**config.mk**
```make
export PLATFORM = sky130hd
export DESIGN_NAME = poly_mult_seq
export DESIGN_NICKNAME = d
export VERILOG_FILES = /design/src/rtl/poly_mult_seq.sv
export SDC_FILE = /design/constraint.sdc
export NUM_CORES = 1
export LEC_CHECK = 0
export BUFFER_PORTS_ARGS = -buffer_cell sky130_fd_sc_hd__buf_2
export CORE_AREA = 5 5 185 205
export DETAILED_ROUTE_END_ITERATION = 12
export DIE_AREA = 0 0 190 210
export GPL_TIMING_DRIVEN = 1
export PLACE_DENSITY_LB_ADDON = 0.25
export SLEW_MARGIN = 0
export SYNTH_ARGS = -nofsm -noshare
export SYNTH_HDL_FRONTEND = slang
export SYNTH_SLANG_ARGS = --single-unit
```
**constraint.sdc**
```tcl
create_clock -name clk -period 2.9 [get_ports clk]
set_clock_uncertainty 0.2 [all_clocks]
set_input_delay 0.58 -clock clk [delete_from_list [all_inputs] [get_ports clk]]
set_output_delay 0.58 -clock clk [all_outputs]
set_load 0.02 [all_outputs]
```
**src/rtl/poly_mult_seq.sv**
```systemverilog
// Host-side sequencer for the sparse polynomial multiplier: loads the position and
// random-bits RAMs, launches the core under a watchdog and streams the result words out.
module poly_mult_seq #(
  parameter int WEIGHT     = 66,
  parameter int LOG_WEIGHT = 7,
  parameter int LOGW       = 16,
  parameter int RAMWIDTH   = 32,
  parameter int Y          = 553,
  parameter int X          = 1106,
  parameter int ADDR_WIDTH = 11,
  parameter int TIMEOUT    = 2000000
) (
  input  logic                  clk,
  input  logic                  rst_n,
  input  logic                  cmd_valid,
  output logic                  cmd_ready,
  input  logic [1:0]            cmd_op,
  input  logic [ADDR_WIDTH-1:0] cmd_addr,
  input  logic [RAMWIDTH-1:0]   cmd_data,
  output logic                  pos_we,
  output logic [LOG_WEIGHT-1:0] pos_addr,
  output logic [LOGW-1:0]       pos_data,
  output logic                  rand_we,
  output logic [ADDR_WIDTH-1:0] rand_addr,
  output logic [RAMWIDTH-1:0]   rand_data,
  output logic                  core_rst,
  output logic                  core_start,
  input  logic                  core_valid,
  output logic [ADDR_WIDTH-1:0] core_addr_result,
  output logic                  core_rd_dout,
  input  logic [RAMWIDTH-1:0]   core_dout,
  output logic                  res_valid,
  input  logic                  res_ready,
  output logic [RAMWIDTH-1:0]   res_data,
  output logic                  res_last,
  output logic                  busy,
  output logic                  done,
  output logic [1:0]            err
);

  localparam logic [1:0] OP_WR_POS  = 2'd0;
  localparam logic [1:0] OP_WR_RAND = 2'd1;
  localparam logic [1:0] OP_START   = 2'd2;
  localparam logic [1:0] OP_ABORT   = 2'd3;

  localparam logic [2:0] S_IDLE    = 3'd0;
  localparam logic [2:0] S_START   = 3'd1;
  localparam logic [2:0] S_WAIT    = 3'd2;
  localparam logic [2:0] S_RD_ADDR = 3'd3;
  localparam logic [2:0] S_RD_CAP  = 3'd4;
  localparam logic [2:0] S_OUT     = 3'd5;
  localparam logic [2:0] S_DONE    = 3'd6;

  localparam int WD_W = $clog2(TIMEOUT + 1);

  logic [2:0]            state_q, state_d;
  logic [WEIGHT-1:0]     pos_loaded_q, pos_loaded_d;
  logic [1:0]            err_q, err_d;
  logic                  done_q, done_d;
  logic                  pos_we_q, pos_we_d;
  logic [LOG_WEIGHT-1:0] pos_addr_q, pos_addr_d;
  logic [LOGW-1:0]       pos_data_q, pos_data_d;
  logic                  rand_we_q, rand_we_d;
  logic [ADDR_WIDTH-1:0] rand_addr_q, rand_addr_d;
  logic [RAMWIDTH-1:0]   rand_data_q, rand_data_d;
  logic                  core_rst_q, core_rst_d;
  logic                  core_start_q, core_start_d;
  logic                  core_rd_q, core_rd_d;
  logic [ADDR_WIDTH-1:0] core_addr_q, core_addr_d;
  logic                  res_valid_q, res_valid_d;
  logic [RAMWIDTH-1:0]   res_data_q, res_data_d;
  logic                  res_last_q, res_last_d;
  logic [ADDR_WIDTH-1:0] rd_idx_q, rd_idx_d;
  logic [WD_W-1:0]       wdog_q, wdog_d;

  logic idle_like;
  logic accept;
  logic pos_in_range;
  logic rand_in_range;
  logic last_word;

  assign idle_like = (state_q == S_IDLE) || (state_q == S_DONE);
  // Gated by rst_n so every output, ready included, reads 0 while reset is held.
  assign cmd_ready = rst_n && (idle_like || (cmd_op == OP_ABORT));
  assign accept    = cmd_valid && cmd_ready;

  // Full-width compares: an out-of-range index must never alias into the RAM.
  assign pos_in_range  = 32'(cmd_addr) < 32'(WEIGHT);
  assign rand_in_range = 32'(cmd_addr) < 32'(Y);
  assign last_word     = rd_idx_q == ADDR_WIDTH'(X - 1);

  // NOTE: every variable gets a default at the top of always_comb, so no path can infer a latch.
  always_comb begin
    state_d      = state_q;
    pos_loaded_d = pos_loaded_q;
    err_d        = err_q;
    done_d       = done_q;
    pos_we_d     = 1'b0;
    pos_addr_d   = pos_addr_q;
    pos_data_d   = pos_data_q;
    rand_we_d    = 1'b0;
    rand_addr_d  = rand_addr_q;
    rand_data_d  = rand_data_q;
    core_rst_d   = 1'b0;
    core_start_d = 1'b0;
    core_rd_d    = 1'b0;
    core_addr_d  = core_addr_q;
    res_valid_d  = res_valid_q;
    res_data_d   = res_data_q;
    res_last_d   = res_last_q;
    rd_idx_d     = rd_idx_q;
    wdog_d       = wdog_q;

    if (accept && (cmd_op == OP_ABORT)) begin
      state_d      = S_IDLE;
      pos_loaded_d = '0;
      err_d        = 2'b00;
      done_d       = 1'b0;
      res_valid_d  = 1'b0;
      res_last_d   = 1'b0;
      core_rst_d   = 1'b1;
    end else begin
      case (state_q)
        S_IDLE, S_DONE: begin
          if (accept) begin
            state_d = S_IDLE;
            done_d  = 1'b0;
            case (cmd_op)
              OP_WR_POS: begin
                if (pos_in_range) begin
                  pos_we_d   = 1'b1;
                  pos_addr_d = cmd_addr[LOG_WEIGHT-1:0];
                  pos_data_d = cmd_data[LOGW-1:0];
                  for (int i = 0; i < WEIGHT; i++) begin
                    if (32'(cmd_addr) == 32'(i)) pos_loaded_d[i] = 1'b1;
                  end
                end else begin
                  err_d[0] = 1'b1;
                end
              end
              OP_WR_RAND: begin
                if (rand_in_range) begin
                  rand_we_d   = 1'b1;
                  rand_addr_d = cmd_addr;
                  rand_data_d = cmd_data;
                end else begin
                  err_d[0] = 1'b1;
                end
              end
              OP_START: begin
                // From DONE a START only closes out the finished run.
                if (state_q == S_IDLE) begin
                  if (&pos_loaded_q) begin
                    err_d        = 2'b00;
                    state_d      = S_START;
                    core_start_d = 1'b1;
                  end else begin
                    err_d[0] = 1'b1;
                  end
                end
              end
              default: ;
            endcase
          end
        end

        S_START: begin
          wdog_d  = '0;
          state_d = S_WAIT;
        end

        S_WAIT: begin
          if (core_valid) begin
            rd_idx_d    = '0;
            core_addr_d = '0;
            core_rd_d   = 1'b1;
            state_d     = S_RD_ADDR;
          end else if (wdog_q == WD_W'(TIMEOUT - 1)) begin
            wdog_d     = wdog_q + 1'b1;
            err_d[1]   = 1'b1;
            core_rst_d = 1'b1;
            state_d    = S_IDLE;
          end else begin
            wdog_d = wdog_q + 1'b1;
          end
        end

        S_RD_ADDR: state_d = S_RD_CAP;

        S_RD_CAP: begin
          res_data_d  = core_dout;
          res_valid_d = 1'b1;
          res_last_d  = last_word;
          state_d     = S_OUT;
        end

        S_OUT: begin
          if (res_ready) begin
            res_valid_d = 1'b0;
            res_last_d  = 1'b0;
            if (last_word) begin
              done_d  = 1'b1;
              state_d = S_DONE;
            end else begin
              rd_idx_d    = rd_idx_q + 1'b1;
              core_addr_d = rd_idx_q + 1'b1;
              core_rd_d   = 1'b1;
              state_d     = S_RD_ADDR;
            end
          end
        end

        default: state_d = S_IDLE;
      endcase
    end
  end

  // NOTE: sequential state uses non-blocking assignments so every flop samples pre-edge values.
  always_ff @(posedge clk or negedge rst_n) begin
    if (!rst_n) begin
      state_q      <= S_IDLE;
      pos_loaded_q <= '0;
      err_q        <= 2'b00;
      done_q       <= 1'b0;
      pos_we_q     <= 1'b0;
      pos_addr_q   <= '0;
      pos_data_q   <= '0;
      rand_we_q    <= 1'b0;
      rand_addr_q  <= '0;
      rand_data_q  <= '0;
      core_rst_q   <= 1'b0;
      core_start_q <= 1'b0;
      core_rd_q    <= 1'b0;
      core_addr_q  <= '0;
      res_valid_q  <= 1'b0;
      res_data_q   <= '0;
      res_last_q   <= 1'b0;
      rd_idx_q     <= '0;
      wdog_q       <= '0;
    end else begin
      state_q      <= state_d;
      pos_loaded_q <= pos_loaded_d;
      err_q        <= err_d;
      done_q       <= done_d;
      pos_we_q     <= pos_we_d;
      pos_addr_q   <= pos_addr_d;
      pos_data_q   <= pos_data_d;
      rand_we_q    <= rand_we_d;
      rand_addr_q  <= rand_addr_d;
      rand_data_q  <= rand_data_d;
      core_rst_q   <= core_rst_d;
      core_start_q <= core_start_d;
      core_rd_q    <= core_rd_d;
      core_addr_q  <= core_addr_d;
      res_valid_q  <= res_valid_d;
      res_data_q   <= res_data_d;
      res_last_q   <= res_last_d;
      rd_idx_q     <= rd_idx_d;
      wdog_q       <= wdog_d;
    end
  end

  assign pos_we           = pos_we_q;
  assign pos_addr         = pos_addr_q;
  assign pos_data         = pos_data_q;
  assign rand_we          = rand_we_q;
  assign rand_addr        = rand_addr_q;
  assign rand_data        = rand_data_q;
  assign core_rst         = core_rst_q;
  assign core_start       = core_start_q;
  assign core_rd_dout     = core_rd_q;
  assign core_addr_result = core_addr_q;
  assign res_valid        = res_valid_q;
  assign res_data         = res_data_q;
  assign res_last         = res_last_q;
  assign busy             = !idle_like;
  assign done             = done_q;
  assign err              = err_q;

endmodule

```
* After elaboration in Yosys (flattened, before gate mapping) *
Index checks and enable logic that the tools add are counted.

storage, ports and cells
  register bits after elaboration = 209
  latch bits = 0
  memory bits (writable) = 0
  ROM bits = 0
  input bits = 82
  output and inout port bits = 121
  word-level logic and storage cells = 479
  memories = 0

cells by class
  add/sub/neg operators = 2
  multiply operators = 0
  div/mod/pow operators = 0
  order comparisons = 2
  equality and inequality tests = 92
  shift-type cells = 0
  muxes and demuxes = 135
  bitwise logic cells = 1
  reductions and logical operators = 163

operator list
  cell                                                                    number
  11-bit by 6-bit equality test with 1-bit output, second input constant  32
  5-bit AND reduction                                                     69
  66-bit 2-to-1 mux                                                       5
  11-bit by 5-bit equality test with 1-bit output, second input constant  16
  2-bit nonzero test                                                      72
  1-bit 2-to-1 mux                                                        108
  11-bit by 4-bit equality test with 1-bit output, second input constant  8
  66-bit AND reduction                                                    1
  11-bit by 3-bit equality test with 1-bit output, second input constant  4
  21-bit case mux with 2 select lines                                     1
  11-bit 2-to-1 mux                                                       3
  3-bit inequality test, second input constant                            10
  11-bit by 2-bit equality test with 1-bit output, second input constant  2
  11-bit by 7-bit equality test with 1-bit output, second input constant  2
  11-bit case mux with 2 select lines                                     1
  21-bit by 1-bit adder with 21-bit output, second input constant         1
  21-bit equality test, second input constant                             1
  21-bit 2-to-1 mux                                                       1
  3-bit 2-to-1 mux                                                        6
  3-bit case mux with 6 select lines                                      1
  11-bit by 1-bit adder with 11-bit output, second input constant         1
  11-bit by 1-bit equality test with 1-bit output, second input constant  1
  11-bit equality test, second input constant                             1
  11-bit logical NOT                                                      1
  other kinds (27)                                                        47

* Depth between registers and ports, before layout *
  depth in word-level cells = 8
  depth in mapped cells = 9
  gate-level depth less buffers = 7

* Least setup slack after synthesis *
No wires, ideal clock.

  path kind = input-to-reg
  start point = input port core_valid
  end point = register wdog_q[19]
  library setup time = 0.125 ns
  data arrival time = 2.218 ns
  data required time = 2.575 ns
  setup slack = 0.357 ns
  cell stages on the path = 6
  path buffers = 0
  path through = or3b_1 > a211o_1 > or3b_4 > nor2_4 > nand3_2 > mux2_4

on the way
  longest elaborated chain between the ends = 2

ends and longest elaborated chain
  what                                    line  RTL
  start: declaration                      28    input logic core_valid,
  2-bit inequality test (no source line)  --
  3-bit AND reduction (no source line)    --
  end signal: assignment                  259   wdog_q <= wdog_d;
  end: declaration                        74    logic [WD_W-1:0] wdog_q, wdog_d;

Every way passes these cells.
A chain may end at the register's enable or synchronous reset.

* Worst setup path after layout *
  start point = register state_q[1]
  end point = output port cmd_ready

on the way
  longest elaborated chain between the ends = 4
  elaborated cells between the ends (all ways) = 5
  classes of those cells = eq/ne (1); reduce/logical (4)

ends and longest elaborated chain
  what                                                      line  RTL
  start: declaration                                        56    logic [2:0] state_q, state_d;
  start signal: assignment                                  241   state_q <= state_d;
  3-bit equality test or 3-bit logical NOT (tied branches)  82    assign idle_like = (state_q == S_IDLE) || (state_q == S_DONE);
  1-bit logical OR *                                        82
  1-bit logical OR *                                        84    assign cmd_ready = rst_n && (idle_like || (cmd_op == OP_ABORT));
  1-bit logical AND *                                       84
  end: declaration                                          16    output logic cmd_ready,

Mark *: on every way between the ends. The rest lies on a longest branch, timed or not.

==> results.toml <==
[yosys]
synth_area_leaders = "dfrtp_1 59%, mux2_2 12%, nor2_1 5.3%"
yosysUniqueCellTypes = 56
synth_edf_count = 0
syn_nets = 856
synth_top_cell_by_area = "dfrtp_1"
seq_area_frac_synth = 0.594
netlist_area_sq_um = 8800
synth-async-reset-ratio = 1.00
syn_inst = 771
synth_top_cell_area_share = 0.594
synthFlopType = "dfrtp_1"
synthTopCellsByCount = "209 x dfrtp_1, 125 x nor2_1, 97 x mux2_2, 70 x a21oi_1, 39 x nand2_1"
synth_seq_cells = 209
avgSynthCellArea_sq_um = 11.4
synth_warnings = 0
synth.most_common_cell = "dfrtp_1"

[drt]
drtAntennaViolNets = 0
drt_first_pass_iters = 5
routed.top_layer = "met5"
wl_um = 24200
drc = 0
post_drt_wl_per_cell_um = 16.2
routed_via_density = 4.43
num_vias = 6621
dr.first_iter.drc_count = 448
drt-met1-wl_um = 11100
met3_length_um = 1380
dr_wl_met2_um = 11100

[sta]
hold_viol = 0
rsz0062_at_grt = "no"
finalWorstSetupSlack_ps = 228
min_period_ps = 2670
worstMarginPinSlew_ps = 904
setup_viol = 0
period_share = 0.921
max_freq_ghz = 0.374
fin_setup_tns_ps = 0
max_slew_margin = 0.398
final_max_slew_viol_count = 0

[clock_tree]
htreeDepth = 1
insertion_delay_ps = 510
cts_tree = "done"
clockBufferDepth = 3
ctsHoldBuffers = 0
clkSinkCount = 209
ctsResizeCount = 0
postCtsSetupBuffers = 0
cts-buffers-inserted = 24
root_buffer = "clkbuf_16"
path_clk_slew_ps = 60

[layout]
drive_above_1_share = 0.378
multi_input_area_sq_um = 3380
syn2layout_area_growth_pct = 28.7
final_nets = 1076
fillCellCount = 3700
fin_util = 0.317
seq_area_sq_um = 5230

[power]
p_int_uw = 6300
clkPwrFrac = 0.326
vdd_drop_max_mv = 0.491
p_leak_uw = 0.00569
p_comb_frac = 0.269
seqPwrFrac = 0.405
netSwitchingPower_uw = 2970
powerDensity_nw_per_um2 = 818
p_sw_frac = 0.320

[place]
place_ws_ps = 211
dp_hpwl_um = 17100
gp_congestion = 0.779
port-buffer-count = 202

[critical_path]
worstSetupPathType = "flop to output port"
critPathMaxFanout = 10
critPathLaunch = "state_q[1]"
crit_chain = "xor2_1 > nand2b_1 > a21boi_0 > buf_2"
r2r-start = "state_q[1]"
start_kind = "flop"
critPathRequiredTime_ps = 2120
cp.arrival_ps = 1890
end_kind = "output port"
critPathMaxStageDelay_ps = 490
slowest_stage = "dfrtp_1"

[global_routing]
grt_usage = 0.118
overflow = 0
grt_pass1_wl_um = 38600
grt_pass1_vias = 6736
grt_max_degree = 142
antenna_found_initial = 1

[die]
die_w_um = 190
rows = 73
die_area_sq_um = 39900
die_h_um = 210
ios = 203
start_util = 0.246
coreArea_sq_um = 35700

[worst_hold_path]
hold_path_class = "input port to asynchronous set/reset pin"

[status]
outcome = "finished, final reports clean"

[flow_run]
max-cap-violations = 0
per-layer routing:
layer / vias to the layer above / global-route usage
met5: - / 0
met4: 2 / 0.0299
met3: 38 / 0.0263
met2: 159 / 0.185
met1: 3269 / 0.166
li1: 3153 / -
final timing paths:
check | cells after the start | endpoint | slack, ps
max | 4 | cmd_ready | 230
min | 2 | res_last | 30
max reg2reg | 8 | pos_loaded_q[44] | 310
min reg2reg | 1 | rand_addr[10] | 280
max in group asynchronous | 3 | pos_loaded_q[56] | 1070
min in group clk | 2 | res_data[4] | 100
kinds of logic (layout without fill, tap and decap cells):
family / count (synthesis) / count (layout) / share of synthesized area
buffers and inverters: 47 / 284 / 0.0218
flip-flops: 209 / 209 / 0.594
AND/OR/NAND/NOR: 277 / 277 / 0.159
multiplexers: 98 / 98 / 0.126
XOR/XNOR: 19 / 19 / 0.0189
adder cells (fa/ha/maj): 3 / 3 / 0.00427
AO/OA/AOI/OAI: 118 / 118 / 0.0762
other: 0 / 1 / 0
power groups by stage:
stage                     registers [uW]  logic, uW  clock network (uW)
final                               3760       2490                3020
after detailed placement            3810       2540                   0
after CTS                           3760       2540                3130
after global placement              3790       2530                   0
after floorplan                     4420        920                   0
after global routing                3840       2690                3250
flip-flops by register name, indices dropped and copies added (netlist names), 2 cells and up:
signal	count
err	2
pos_addr	7
pos_data	16
pos_loaded_q	66
rand_addr	11
rand_data	32
rd_idx_q	11
res_data	32
state_q	3
wdog_q	21
cell type report:
type,instances,area share
antenna,1,0.000221
clock buffer,36,0.0642
clock inverter,7,0.00574
inverter,10,0.00331
multi-input combinational,515,0.298
sequential,209,0.462
tap,487,0.0538
timing repair buffer,231,0.113
layout by cell type, fill, tap and decap left out, types with 3 or more instances in the layout:
cell,synthesis,layout
a211oi_1,3,3
a21o_1,3,3
a21oi_1,70,70
nor3_1,10,10
o21ai_0,22,22
nand4_1,24,24
o31ai_1,4,4
inv_1,10,10
xor2_1,13,13
ha_1,3,3
or4_1,4,4
nor2b_1,3,3
nor3b_1,3,3
nand2_1,39,39
and2_1,6,6
clkbuf_8,0,7
nor4_1,6,6
clkbuf_16,0,25
or2_2,3,3
mux2_2,97,97
dfrtp_1,209,209
and3_1,6,6
buf_4,1,26
nand2b_1,6,6
xnor2_1,6,6
nand3_1,14,14
buf_2,9,201
nor4b_1,4,4
nor2_1,125,125
nand4b_1,3,3
buf_12,0,3
a31oi_1,4,4
clkinv_2,0,4
clkbuf_1,22,5
and4_1,6,5
through the flow:
stage	total power (uW)	instances	cell area (sq um)	hold WS, ps
6_report	9270	1496	11300	28.7
5_1_grt	9780	1495	11300	67.4
4_1_cts	9440	1495	11300	65.8
3_5_place_dp	6350	1452	10500	270
3_3_place_gp	6330	1452	10500	266
2_1_floorplan	5340	771	8800	84.4
critical path: cells and delay by family (launching register included):
family	cells	cell delay, ps
flip-flops	1	490
buffers and inverters	1	240
AO/OA/AOI/OAI	1	230
XOR/XNOR	1	220
AND/OR/NAND/NOR	1	210
Note: power is estimated with default switching activity, not from simulation.
